===== config.mk =====
export PLATFORM = sky130hd
export DESIGN_NAME = des3_cbc_sequencer
export DESIGN_NICKNAME = d
export VERILOG_FILES = /design/src/rtl/des3_cbc_sequencer_pkg.sv /design/src/rtl/des3_cbc_sequencer_xor_chain.sv /design/src/rtl/des3_cbc_sequencer.sv
export SDC_FILE = /design/constraint.sdc
export NUM_CORES = 1
export LEC_CHECK = 0
export CAP_MARGIN = 15
export CORE_MARGIN = 10
export CORE_UTILIZATION = 47
export DETAILED_ROUTE_END_ITERATION = 12
export GPL_TIMING_DRIVEN = 0
export PLACE_DENSITY = 0.85
export SLEW_MARGIN = 15
export SYNTH_ARGS = -nofsm -noshare
export SYNTH_HDL_FRONTEND = slang
export SYNTH_SLANG_ARGS = --single-unit

===== constraint.sdc =====
create_clock -name wb_clk_i -period 2 [get_ports wb_clk_i]
set_clock_uncertainty 0.15 [all_clocks]
set_input_delay 0.2 -clock wb_clk_i [delete_from_list [all_inputs] [get_ports wb_clk_i]]
set_output_delay 0.2 -clock wb_clk_i [all_outputs]
set_load 0.01 [all_outputs]

===== src/rtl/des3_cbc_sequencer_pkg.sv =====
// Shared definitions for the des3 CBC/ECB block sequencer: FSM state
// encoding, block width and timeout defaults.
package des3_cbc_sequencer_pkg;

    localparam int BLK_W = 64;

    localparam int DES3_TIMEOUT_CYC_DEFAULT = 1023;

    localparam int TMO_MIN_W = 10;

    typedef enum logic [1:0] {
        ST_IDLE    = 2'd0,
        ST_WAIT_LO = 2'd1,
        ST_WAIT_HI = 2'd2,
        ST_HOLD    = 2'd3
    } seq_state_e;

    // Width of the WAIT_HI timeout counter: wide enough for the limit,
    // never narrower than ten bits.
    function automatic int tmo_width(input int cyc);
        int w;
        w = $clog2(cyc + 1);
        return (w < TMO_MIN_W) ? TMO_MIN_W : w;
    endfunction

endpackage


===== src/rtl/des3_cbc_sequencer_xor_chain.sv =====
// Chaining datapath for the sequencer: holds the CBC chain register and
// builds the core input / result words for ECB, CBC encrypt and CBC decrypt.
module des3_cbc_xor_chain
    import des3_cbc_sequencer_pkg::*;
(
    input  logic             wb_clk_i,
    input  logic             wb_rst_i,
    input  logic             mode_cbc,
    input  logic             mode_decrypt,
    input  logic             use_iv,
    input  logic [BLK_W-1:0] iv,
    input  logic [BLK_W-1:0] blk_new,
    input  logic [BLK_W-1:0] blk_held,
    input  logic [BLK_W-1:0] core_dout,
    input  logic             load,
    input  logic             update,
    output logic [BLK_W-1:0] din_next,
    output logic [BLK_W-1:0] dout_next
);

    logic [BLK_W-1:0] chain_q;
    logic [BLK_W-1:0] chain_cur;

    // Chain reloads the IV on the first block of a message and otherwise
    // advances only when a core result is actually taken.
    always_ff @(posedge wb_clk_i or negedge wb_rst_i) begin
        if (!wb_rst_i) begin
            chain_q <= '0;
        end else if (load && use_iv) begin
            chain_q <= iv;
        end else if (update && mode_cbc) begin
            chain_q <= mode_decrypt ? blk_held : core_dout;
        end
    end

    // Encrypt chaining XORs on the way into the core, decrypt chaining on
    // the way out; the IV bypasses the register for a message's first block.
    always_comb begin
        chain_cur = use_iv ? iv : chain_q;
        din_next  = (mode_cbc && !mode_decrypt) ? (blk_new ^ chain_cur) : blk_new;
        dout_next = (mode_cbc && mode_decrypt) ? (core_dout ^ chain_q) : core_dout;
    end

endmodule


===== src/rtl/des3_cbc_sequencer.sv =====
// Block sequencer in front of an external des3 core: accepts one 64-bit
// block at a time, handshakes with the core and presents the result
// downstream, with optional CBC chaining and a core timeout.
module des3_cbc_sequencer
    import des3_cbc_sequencer_pkg::*;
#(
    parameter int TIMEOUT_CYC = DES3_TIMEOUT_CYC_DEFAULT
) (
    input  logic             wb_clk_i,
    input  logic             wb_rst_i,
    input  logic             cfg_cbc,
    input  logic             cfg_decrypt,
    input  logic [BLK_W-1:0] cfg_iv,
    input  logic             in_valid,
    output logic             in_ready,
    input  logic [BLK_W-1:0] in_data,
    input  logic             in_last,
    output logic             out_valid,
    input  logic             out_ready,
    output logic [BLK_W-1:0] out_data,
    output logic             out_last,
    output logic             core_start,
    output logic             core_decrypt,
    output logic [BLK_W-1:0] core_din,
    input  logic [BLK_W-1:0] core_dout,
    input  logic             core_valid,
    output logic             err_timeout,
    output logic [31:0]      blk_count
);

    localparam int TMO_W = tmo_width(TIMEOUT_CYC);
    localparam logic [TMO_W-1:0] TMO_LAST = TMO_W'(TIMEOUT_CYC - 1);

    seq_state_e       state;
    logic             first_q;
    logic             cbc_q;
    logic             last_q;
    logic [BLK_W-1:0] blk_q;
    logic [TMO_W-1:0] tmo_cnt;

    logic             accepting;
    logic             first_accept;
    logic             mode_cbc;
    logic             mode_dec;
    logic             take_result;
    logic [BLK_W-1:0] din_next;
    logic [BLK_W-1:0] dout_next;

    // Mode used by the chain datapath: fresh cfg_* on a message's first
    // block, the latched copy for every later block.
    always_comb begin
        accepting    = (state == ST_IDLE) && in_valid;
        first_accept = accepting && first_q;
        mode_cbc     = first_accept ? cfg_cbc : cbc_q;
        mode_dec     = first_accept ? cfg_decrypt : core_decrypt;
        take_result  = (state == ST_WAIT_HI) && core_valid;
    end

    des3_cbc_xor_chain u_chain (
        .wb_clk_i     (wb_clk_i),
        .wb_rst_i     (wb_rst_i),
        .mode_cbc     (mode_cbc),
        .mode_decrypt (mode_dec),
        .use_iv       (first_accept),
        .iv           (cfg_iv),
        .blk_new      (in_data),
        .blk_held     (blk_q),
        .core_dout    (core_dout),
        .load         (accepting),
        .update       (take_result),
        .din_next     (din_next),
        .dout_next    (dout_next)
    );

    // Sequencer FSM with registered handshake and core-control outputs.
    always_ff @(posedge wb_clk_i or negedge wb_rst_i) begin
        if (!wb_rst_i) begin
            state        <= ST_IDLE;
            in_ready     <= 1'b1;
            out_valid    <= 1'b0;
            core_start   <= 1'b0;
            core_decrypt <= 1'b0;
            core_din     <= '0;
            out_data     <= '0;
            out_last     <= 1'b0;
            err_timeout  <= 1'b0;
            blk_count    <= '0;
            first_q      <= 1'b1;
            cbc_q        <= 1'b0;
            last_q       <= 1'b0;
            blk_q        <= '0;
            tmo_cnt      <= '0;
        end else begin
            case (state)
                ST_IDLE: begin
                    if (in_valid) begin
                        blk_q    <= in_data;
                        last_q   <= in_last;
                        core_din <= din_next;
                        if (first_q) begin
                            cbc_q        <= cfg_cbc;
                            core_decrypt <= cfg_decrypt;
                        end
                        first_q  <= 1'b0;
                        in_ready <= 1'b0;
                        state    <= ST_WAIT_LO;
                    end
                end
                ST_WAIT_LO: begin
                    if (!core_valid) begin
                        core_start <= 1'b1;
                        tmo_cnt    <= '0;
                        state      <= ST_WAIT_HI;
                    end
                end
                ST_WAIT_HI: begin
                    if (core_valid) begin
                        out_data   <= dout_next;
                        out_last   <= last_q;
                        out_valid  <= 1'b1;
                        core_start <= 1'b0;
                        state      <= ST_HOLD;
                    end else if (tmo_cnt == TMO_LAST) begin
                        err_timeout <= 1'b1;
                        core_start  <= 1'b0;
                        in_ready    <= 1'b1;
                        state       <= ST_IDLE;
                    end else begin
                        tmo_cnt <= tmo_cnt + 1'b1;
                    end
                end
                ST_HOLD: begin
                    if (out_ready) begin
                        out_valid <= 1'b0;
                        blk_count <= blk_count + 32'd1;
                        in_ready  <= 1'b1;
                        if (out_last) begin
                            first_q <= 1'b1;
                        end
                        state     <= ST_IDLE;
                    end
                end
                default: state <= ST_IDLE;
            endcase
        end
    end

endmodule

==> results of run 1 <==
==> what timing repair did <==
action	CTS	global route
hold buffers	2	0
buffers inserted	16	10
pin swaps	43	51
hold endpoints to repair	219	0
setup endpoints to repair	292	224
resized for setup	295	218
cloned	12	8
==> stage by stage <==
stage | worst slack (ns) | utilization (%)
floorplan | -0.0322 | -
global placement | -12.83 | 59.4
detailed placement | -1.09 | 59.6
CTS | -0.277 | 67.2
global route | -0.448 | 70.6
finish | -0.367 | 70.6
==> critical path: stages, from the launching register on <==
cell and delay (ns):
dfstp_2 0.37, nor4bb_2 0.16, buf_4 0.17, buf_12 0.15, buf_16 0.15, a21oi_4 0.60, clkbuf_8 0.32, a22oi_1 0.09
o21ai_1 0.10
==> worst paths after layout <==
check / endpoint / startpoint / depth (start not counted) / slack [ns]
max reg2reg: u_chain.chain_q[20] / first_q / 8 / -0.37
min: blk_q[8] / wb_rst_i / 2 / 0.006
max: u_chain.chain_q[20] / first_q / 8 / -0.37
min in group wb_clk_i: state[1] / core_valid / 3 / 0.12
max in group asynchronous: u_chain.chain_q[43] / wb_rst_i / 4 / 0.45
min reg2reg: err_timeout / err_timeout / 1 / 0.31
==> area by class of cell <==
class                      instances  area (sq um)  area share (%)
timing repair buffer             410          4480            17.9
tap                              461           577            2.31
sequential                       309          7740            31.0
inverter                           4          15.0          0.0601
clock inverter                    13           145           0.581
antenna                           15          37.5           0.150
multi-input combinational       1194          9910            39.6
buffer                           141          1040            4.18
clock buffer                      52          1050            4.21
==> synthesized netlist by cell type (5+ instances only) <==
cell | instances | area [sq um]
nand2_1 | 155 | 582
a22oi_1 | 65 | 488
nand3b_1 | 129 | 968
buf_6 | 9 | 101
xor2_1 | 5 | 43.8
buf_4 | 8 | 60.1
mux2_2 | 66 | 743
nor3_1 | 5 | 25.0
and3_1 | 5 | 31.3
mux2i_1 | 195 | 1950
xnor2_1 | 154 | 1350
o21ai_1 | 49 | 245
nand4_1 | 18 | 113
a21oi_1 | 5 | 25.0
nor2_1 | 12 | 45.0
buf_2 | 29 | 145
buf_1 | 6 | 22.5
o21ai_0 | 147 | 736
nand3_1 | 143 | 716
dfrtp_1 | 307 | 7680
clkbuf_1 | 90 | 338
==> state kept, by name, summed over array words and instances (netlist names) <==
signal / cells
cbc_q: 1
out_last: 1
blk_count: 32
last_q: 1
core_decrypt: 1
err_timeout: 1
core_start: 1
core_din: 64
tmo_cnt: 10
u_chain.chain_q: 64
first_q: 1
blk_q: 64
out_valid: 1
out_data: 64
state: 2
in_ready: 1
==> kinds of logic (layout without fill, tap and decap cells) <==
| group | count (synthesis) | after routing |
|---|---|---|
| adders and majority gates | 3 | 3 |
| muxes | 261 | 261 |
| and+or+nand+nor | 487 | 487 |
| xor gates and xnor gates | 159 | 159 |
| other | 0 | 15 |
| AOI/OAI and AO/OA | 284 | 284 |
| buffers and inverters | 146 | 620 |
| DFF | 309 | 309 |
==> power breakdown <==
part | switching, mW | internal (mW) | leakage (nW)
registers | 1.98 | 8.84 | 3.89
logic | 7.73 | 7.79 | 5.31
clock network | 2.76 | 4.05 | 0.590
==> routing by layer <==
layer | vias to the layer above | track usage, %
met5 | - | 0
li1 | 6818 | -
met2 | 1069 | 45.8
met1 | 7994 | 33.2
met3 | 280 | 6.32
met4 | 0 | 14.9
==> flow_summary_export.csv, run 1 <==
group,metric,value,unit
floorplan,die_width,209,um
placed_design,place_area,21100,sq um
cells_and_area,final_cells,2599,
timing,tns,-45.43,ns
timing,fin_crit_sh,118,%
cells_and_area,stdcell_area,25000,sq um
drt,ant_nets,0,
timing,whs,0.00590,ns
synth,synthCells,1649,
synth,synth_edf_count,0,
status,status,"finished, violations left",
cts,root_buffer,"clkbuf_16",
floorplan,design.core.area,35400,sq um
drt,wl_met1,24.3,mm
cts,clk_pin_slew,0.07,ns
grt,grt_overflow_total,0,
drt,viasPerCell,6.22,
timing,worstMarginPinSlew,0.979,ns
grt,grt_pass1_vias,16200,
cts,clk_latency,0.54,ns
drt,wirelength,66.7,mm
critical_path,worst_ep_required_time,2.30,ns
grt,antenna_found_initial,12,
timing,finalMaxSlewViolations,0,
cells_and_area,synthToLayoutAreaGrowth,48.7,%
synth,syn_area,16800,sq um
cells_and_area,layout.nets,2300,
drt,dr.pass1.iters,7,
critical_path,worst-setup-path-type,"register to register",
power,p_leak,9.79,nW
drt,avgRoutedWirePerCell,25.7,um
drt,wl_met3,6.00,mm
timing,period_minus_slack,2.37,ns
synth,yosys_warnings,0,
floorplan,die_y,209,um
cts,clkSinkCount,309,
synth,syn-num-nets,1852,
cells_and_area,final_cell_mix,"361 x clkdlybuf4s50_1, 305 x dfrtp_1, 164 x o21ai_1",
grt,grt_pass1_wl,96.8,mm
synth,synth.distinct_cells,48,
floorplan,start_util,47.5,%
cts,cts-root-to-sink-buffers,3,
synth,synthMuxAreaShare,16.0,%
floorplan,num_io_pins,366,
cts,h-tree-depth,2,
grt,grt_max_degree,96,
critical_path,critPathMaxFanout,12,
drt,vias,16200,
placed_design,gp_congestion,0.878,
drt,dr_wl_met2,32.3,mm
synth,synthSimpleGateAreaFrac,15.6,%
synth,synth-compound-area-share,9.74,%
critical_path,end_kind,"register",
cells_and_area,layout_commonest_cell,"clkdlybuf4s50_1",
min_path,min_path_type,"primary input to async pin",
synth,yosys.area_share.xor_xnor,8.28,%
drt,drtIter0Drc,1889,
synth,synth_top_family_by_area,"multiplexers",
power,totalPowerFinal,33.2,mW
floorplan,rows,69,
critical_path,cp-start-kind,"register",
placed_design,io_buffers,362,
flow_run,maxCapViolCount,0,
timing,max-slew-margin-rel,34.8,%
placed_design,placed_cells,2475,
power,power.density,1330,nW/um^2
timing,setup_slack,-0.367,ns
timing,finalHoldViolCount,0,
floorplan,dieArea,43700,sq um
power,vdd_drop_max,0.00101,V
drt,maxUsedRoutingLayer,"met4",
cells_and_area,n_fill_cell,2282,
synth,async_flop_share,100,%
cts,cts_buffers,37,
status,violations,"setup timing",
synth,ys_seq_area_share,46.0,%
timing,rsz0062_at_grt,"yes",
synth,synth_fa_ha_area_share,0.223,%
critical_path,arrival,2.66,ns
synth,synth_top_flop_cell,"dfrtp_1",
placed_design,dp_hpwl,44.1,mm
synth,yosys_register_bits,309,
synth,syn_avg_cell_area,10.2,sq um
timing,max_freq,0.423,GHz
cells_and_area,layout-drive-gt1-share,19.2,%
drt,drc,0,
timing,finalSetupViolCount,194,
cts,cts_tree,"yes",
grt,gr-usage-all-layers,27.8,%
No activity file was read; power rests on OpenSTA's default activity.
==> run 2: changes to the inputs <==
--- a/constraint.sdc
+++ b/constraint.sdc
@@ -4,2 +4,2 @@
 set_output_delay 0.2 -clock wb_clk_i [all_outputs]
-set_load 0.01 [all_outputs]
+set_load 0.1 [all_outputs]
==> run 2 against run 1 <==
  * First-iteration DRC count decreased by 13%
  * Clock-buffer cell count increased by 4
  * The flow still finishes with violations (setup timing)
  * Largest power group unchanged
  * Fmax is 2.4% lower
  * Core utilization down 2.6 points
  * Non-clock buffer count rose by 2
  * Global-route usage is 0.34 points lower
  * Wire length decreased by 1.4%
  * Sequential share of layout area up 1.5 points
  * Worst hold slack gained 0.038 ns
  * Via count down 1.7%
  * Register-to-register slack worse by 0.06 ns
==> flow_summary_export.csv, run 2 (synthesis results as in run 1) <==
group,metric,value,unit
cells_and_area,layout_commonest_cell,"dfrtp_1",
timing,finalSetupViolCount,224,
floorplan,die_y,209,um
critical_path,timing.rr.end,"u_chain.chain_q[56]",
timing,rsz0062_at_grt,"yes",
cells_and_area,seqCellArea,7810,sq um
cts,root_buffer,"clkbuf_16",
placed_design,placed_cells,2475,
drt,viasPerCell,6.09,
critical_path,crit_family,"buffers and inverters",
critical_path,arrival,2.67,ns
timing,period_minus_slack,2.42,ns
floorplan,rows,69,
timing,setup_slack,-0.424,ns
cells_and_area,n_fill_cell,2475,
critical_path,max_stage_delay,0.39,ns
critical_path,r2r_slack,-0.42,ns
cts,cts-root-to-sink-buffers,3,
critical_path,end_kind,"register",
drt,drc,0,
drt,drtIter0Drc,1641,
status,status,"finished, violations left",
timing,max_freq,0.413,GHz
floorplan,num_io_pins,366,
placed_design,io_buffers,362,
critical_path,path_buf_inv,5,
placed_design,place_area,21200,sq um
floorplan,dieArea,43700,sq um
floorplan,design.core.area,35400,sq um
critical_path,worst_ep_required_time,2.24,ns
critical_path,critPathMostFrequentCell,"buf_6",
drt,wirelength,65.8,mm
power,totalPowerFinal,40.5,mW
placed_design,gp_congestion,0.878,
cts,h-tree-depth,2,
placed_design,dp_hpwl,44.0,mm
cells_and_area,synthToLayoutAreaGrowth,43.3,%
cts,cts_buffers,37,
cts,cts_tree,"yes",
grt,grt_overflow_total,0,
critical_path,r2r-start,"state[1]",
drt,vias,15900,
timing,worstMarginPinSlew,0.995,ns
critical_path,critPathMaxFanout,5,
timing,max-slew-margin-rel,33.6,%
cells_and_area,layout.nets,2303,
cts,clkSinkCount,309,
cells_and_area,final_cell_mix,"279 x dfrtp_1, 195 x clkdlybuf4s50_1, 177 x clkbuf_2",
placed_design,dp_slack,-1.14,ns
critical_path,cp-start-kind,"register",
cells_and_area,stdcell_area,24100,sq um
flow_run,maxCapViolCount,0,
cells_and_area,multi_input_area,9670,sq um
timing,finalHoldViolCount,0,
grt,gr-usage-all-layers,27.5,%
critical_path,ff2ff_path_depth,9,
timing,fin_crit_sh,121,%
min_path,min_path_type,"primary input to async pin",
cts,clk_latency,0.53,ns
grt,grt_max_degree,105,
cts,clk_pin_slew,0.06,ns
drt,dr.pass1.iters,6,
critical_path,critPathSlowestCell,"dfrtp_1",
power,power.density,1680,nW/um^2
cells_and_area,layout-drive-gt1-share,28.6,%
drt,avgRoutedWirePerCell,25.2,um
floorplan,die_width,209,um
critical_path,worst-setup-path-type,"register to register",
cells_and_area,final_cells,2606,
grt,grt_pass1_vias,16100,
critical_path,cp_cell_sequence,"buf_6, nor4bb_4, buf_6, mux2i_4, buf_4, buf_6, buf_8, mux2i_2, o21ai_1",
drt,ant_nets,0,
status,violations,"setup timing",
grt,grt_pass1_wl,95.9,mm
floorplan,start_util,47.5,%
power,vdd_drop_max,0.00182,V
timing,finalMaxSlewViolations,0,
power,p_leak,9.91,nW
grt,antenna_found_initial,16,
==> run 2: worst register-to-register path: stages (launching register included) <==
cell and delay, ns:
dfrtp_1 0.39, buf_6 0.14, nor4bb_4 0.28, buf_6 0.20, mux2i_4 0.29, buf_4 0.16
buf_6 0.11, buf_8 0.15, mux2i_2 0.29, o21ai_1 0.13
==> run 2: how the worst max path moves through the flow <==
stage	slack, ns	end	cells past startpoint	from
detailed placement	-1.14	core_din[17]	8	state[0]
floorplan	-0.03	u_chain.chain_q[10]	8	state[1]
CTS	-0.29	out_data[32]	9	state[1]
global placement	-15.04	blk_count[0]	1	wb_rst_i
global route	-0.47	u_chain.chain_q[56]	9	state[1]
finish	-0.42	u_chain.chain_q[56]	9	state[1]
==> run 2: report_power, final <==
group / switching [mW] / total [mW] / internal [mW]
Sequential: 1.99 / 10.9 / 8.87
Combinational: 16.3 / 22.7 / 6.43
Clock: 2.80 / 6.91 / 4.11
Total: 21.1 / 40.5 / 19.4
==> run 2: area by class of cell <==
class / instances / area share, %
multi-input combinational: 1195 / 40.1
sequential: 309 / 32.4
timing repair buffer: 413 / 15.4
clock buffer: 56 / 4.61
buffer: 140 / 4.32
tap: 461 / 2.40
clock inverter: 12 / 0.509
antenna: 16 / 0.166
inverter: 4 / 0.0623
==> run 2: metrics by stage <==
stage	setup TNS [ns]	hold WS, ns	utilization (%)
final	-46.59	0.0437	68.0
after global routing	-61.54	0.0782	68.0
after CTS	-60.63	0.0479	65.8
after detailed placement	-198.66	0.00794	59.8
after global placement	-4201.45	0.296	59.6
after floorplan	-1.53	-0.246	-
==> run 2: metal layers <==
metal,up-vias,share of wire (%),track usage (%)
li1,6796,-,-
met1,7889,38,33.5
met2,950,48,44.6
met3,244,8.0,6.14
met4,2,5.8,14.8
met5,-,0.020,0
==> run 2: timing repair <==
action / 4_1_cts / 5_1_grt
hold buffers: 2 / 0
buffers inserted: 15 / 16
hold endpoints to repair: 207 / 0
gates resized for setup: 389 / 589
pin swaps: 22 / 64
cloned: 11 / 10
endpoints found under the setup margin: 457 / 413
==> run 3: changes to the inputs <==
CELL_PAD_IN_SITES_DETAIL_PLACEMENT = 1   (was not set)
CELL_PAD_IN_SITES_GLOBAL_PLACEMENT = 1   (was not set)
CORE_UTILIZATION = 36   (was 47)
CTS_CLUSTER_SIZE = 24   (was not set)
==> run 3 against run 2 <==
  * The run still ends with setup timing left
  * Sequential power about the same
  * Non-clock buffer count increased by 2
  * Core utilization decreased by 15 points
  * Flip-flop and latch count unchanged
  * Critical path type unchanged
  * Critical endpoint is now u_chain.chain_q[21]
==> flow_summary_export.csv, run 3 (synthesis results as in run 1) <==
group,metric,value,unit
critical_path,cp-start-kind,"register",
timing,finalMaxSlewViolations,0,
critical_path,arrival,2.63,ns
timing,max_freq,0.426,GHz
floorplan,design.core.area,46400,sq um
timing,worstMarginPinSlew,1.09,ns
floorplan,die_width,236,um
cts,h-tree-depth,2,
timing,finalHoldViolCount,0,
cells_and_area,n_fill_cell,4965,
cells_and_area,final_core_util,53.3,%
power,power.density,1700,nW/um^2
drt,avgRoutedWirePerCell,28.4,um
timing,max-slew-margin-rel,27.6,%
cells_and_area,final_cell_mix,"277 x dfrtp_1, 195 x clkdlybuf4s50_1, 173 x clkbuf_2",
critical_path,r2r-start,"state[1]",
power,p_sw_share,52.6,%
power,p_leak,9.99,nW
drt,drc,0,
cells_and_area,layout_commonest_cell,"dfrtp_1",
grt,grt_max_degree,98,
cts,cts_tree,"yes",
power,clkPwrFrac,17.4,%
cts,clk_latency,0.56,ns
critical_path,end_kind,"register",
grt,grt_overflow_total,0,
min_path,holdPathStages,3,
cells_and_area,layout-drive-gt1-share,30.0,%
floorplan,dieArea,55700,sq um
timing,fin_crit_sh,117,%
cts,clk_pin_slew,0.06,ns
critical_path,worst_ep_required_time,2.28,ns
power,p_seq_share,26.5,%
cells_and_area,layout.nets,2306,
cells_and_area,synthToLayoutAreaGrowth,47.0,%
critical_path,timing.rr.end,"u_chain.chain_q[21]",
drt,maxUsedRoutingLayer,"met5",
drt,ant_nets,0,
power,p_switching,22.1,mW
drt,dr.pass1.iters,6,
timing,period_minus_slack,2.35,ns
floorplan,num_io_pins,366,
placed_design,dp_hpwl,51.0,mm
power,vdd_drop_max,0.00143,V
floorplan,start_util,36.3,%
drt,wirelength,78.3,mm
min_path,holdPathEnd,"u_chain.chain_q[48]",
critical_path,ff2ff_path_depth,8,
drt,viasPerCell,5.86,
placed_design,io_buffers,362,
power,intPower,19.9,mW
drt,wl_met3,4.62,mm
min_path,min_path_type,"primary input to register",
timing,finalSetupViolCount,192,
drt,wl_met1,29.7,mm
power,combPwrFrac,56.2,%
timing,rsz0062_at_grt,"yes",
critical_path,worst-setup-path-type,"register to register",
floorplan,rows,79,
cts,cts_buffers,38,
placed_design,dp_slack,-1.30,ns
grt,grt_pass1_wl,108,mm
floorplan,die_y,236,um
critical_path,critPathMaxFanout,5,
min_path,worstHoldStart,"cfg_iv[48]",
status,status,"finished, violations left",
status,violations,"setup timing",
flow_run,maxCapViolCount,0,
timing,setup_slack,-0.350,ns
grt,gr-usage-all-layers,24.7,%
grt,grt_pass1_vias,17200,
drt,drtIter0Drc,1435,
placed_design,gp_congestion,0.834,
drt,dr_wl_met2,40.2,mm
cts,cts-root-to-sink-buffers,3,
grt,antenna_found_initial,17,
cts,root_buffer,"clkbuf_16",
critical_path,r2r_slack,-0.35,ns
cts,clkSinkCount,309,
drt,vias,16100,
==> run 3: timing repair <==
action | CTS | global route
pin swaps | 4 | 26
cloned | 4 | 18
setup buffers | 9 | 19
hold endpoints to repair | 225 | 0
hold buffers | 4 | 0
setup endpoints to repair | 458 | 524
gates resized for setup | 404 | 598
==> run 3: worst max path at each step <==
stage             start                  end  cells past startpoint
2_1_floorplan  state[1]  u_chain.chain_q[10]                      8
3_3_place_gp   wb_rst_i         blk_count[9]                      1
3_5_place_dp   in_valid         core_din[15]                      7
4_1_cts         first_q         core_din[14]                      8
5_1_grt        state[1]          out_data[8]                      8
6_report       state[1]  u_chain.chain_q[21]                      8
==> run 3: through the flow <==
stage	std cells	total power, mW	hold slack, ns	setup TNS (ns)	area [sq um]
4_1_cts	2706	40.2	0.0964	-69.21	23400
5_1_grt	2754	43.5	0.165	-54.96	24700
6_report	2754	42.0	0.150	-40.34	24700
3_3_place_gp	2618	31.7	0.297	-4347.28	21300
2_1_floorplan	1649	25.9	-0.246	-1.53	16900
3_5_place_dp	2621	32.4	-0.00794	-223.98	21400
==> run 3: critical path, stage by stage, from the launching register on <==
cell      delay [ns]
dfrtp_2         0.46
nor4bb_4        0.32
buf_6           0.18
mux2i_4         0.24
buf_6           0.18
buf_12          0.16
buf_12          0.14
mux2i_1         0.28
o21ai_1         0.09
==> run 3: layer usage <==
layer | GRT usage (%) | up-vias
met2 | 42.6 | 769
met5 | 0 | -
li1 | - | 6817
met3 | 4.67 | 220
met4 | 12.6 | 2
met1 | 28.9 | 8339
==> run 3: power groups by stage <==
stage	Sequential (mW)	Clock (mW)	Combinational (mW)
6_report	11.1	7.30	23.6
5_1_grt	11.3	7.59	24.5
4_1_cts	10.8	7.34	22.1
3_5_place_dp	10.9	0	21.6
3_3_place_gp	10.7	0	21.0
2_1_floorplan	19.4	0	6.42
==> run 3: area by class of cell <==
type / instances / area [sq um] / share of cell area [%]
Antenna cell: 15 / 37.5 / 0.152
Buffer: 139 / 1110 / 4.49
Clock buffer: 57 / 1150 / 4.64
Clock inverter: 12 / 146 / 0.593
Inverter: 4 / 15.0 / 0.0608
Multi-Input combinational cell: 1195 / 9890 / 40.0
Sequential cell: 309 / 7810 / 31.6
Tap cell: 607 / 759 / 3.07
Timing Repair Buffer: 416 / 3790 / 15.3
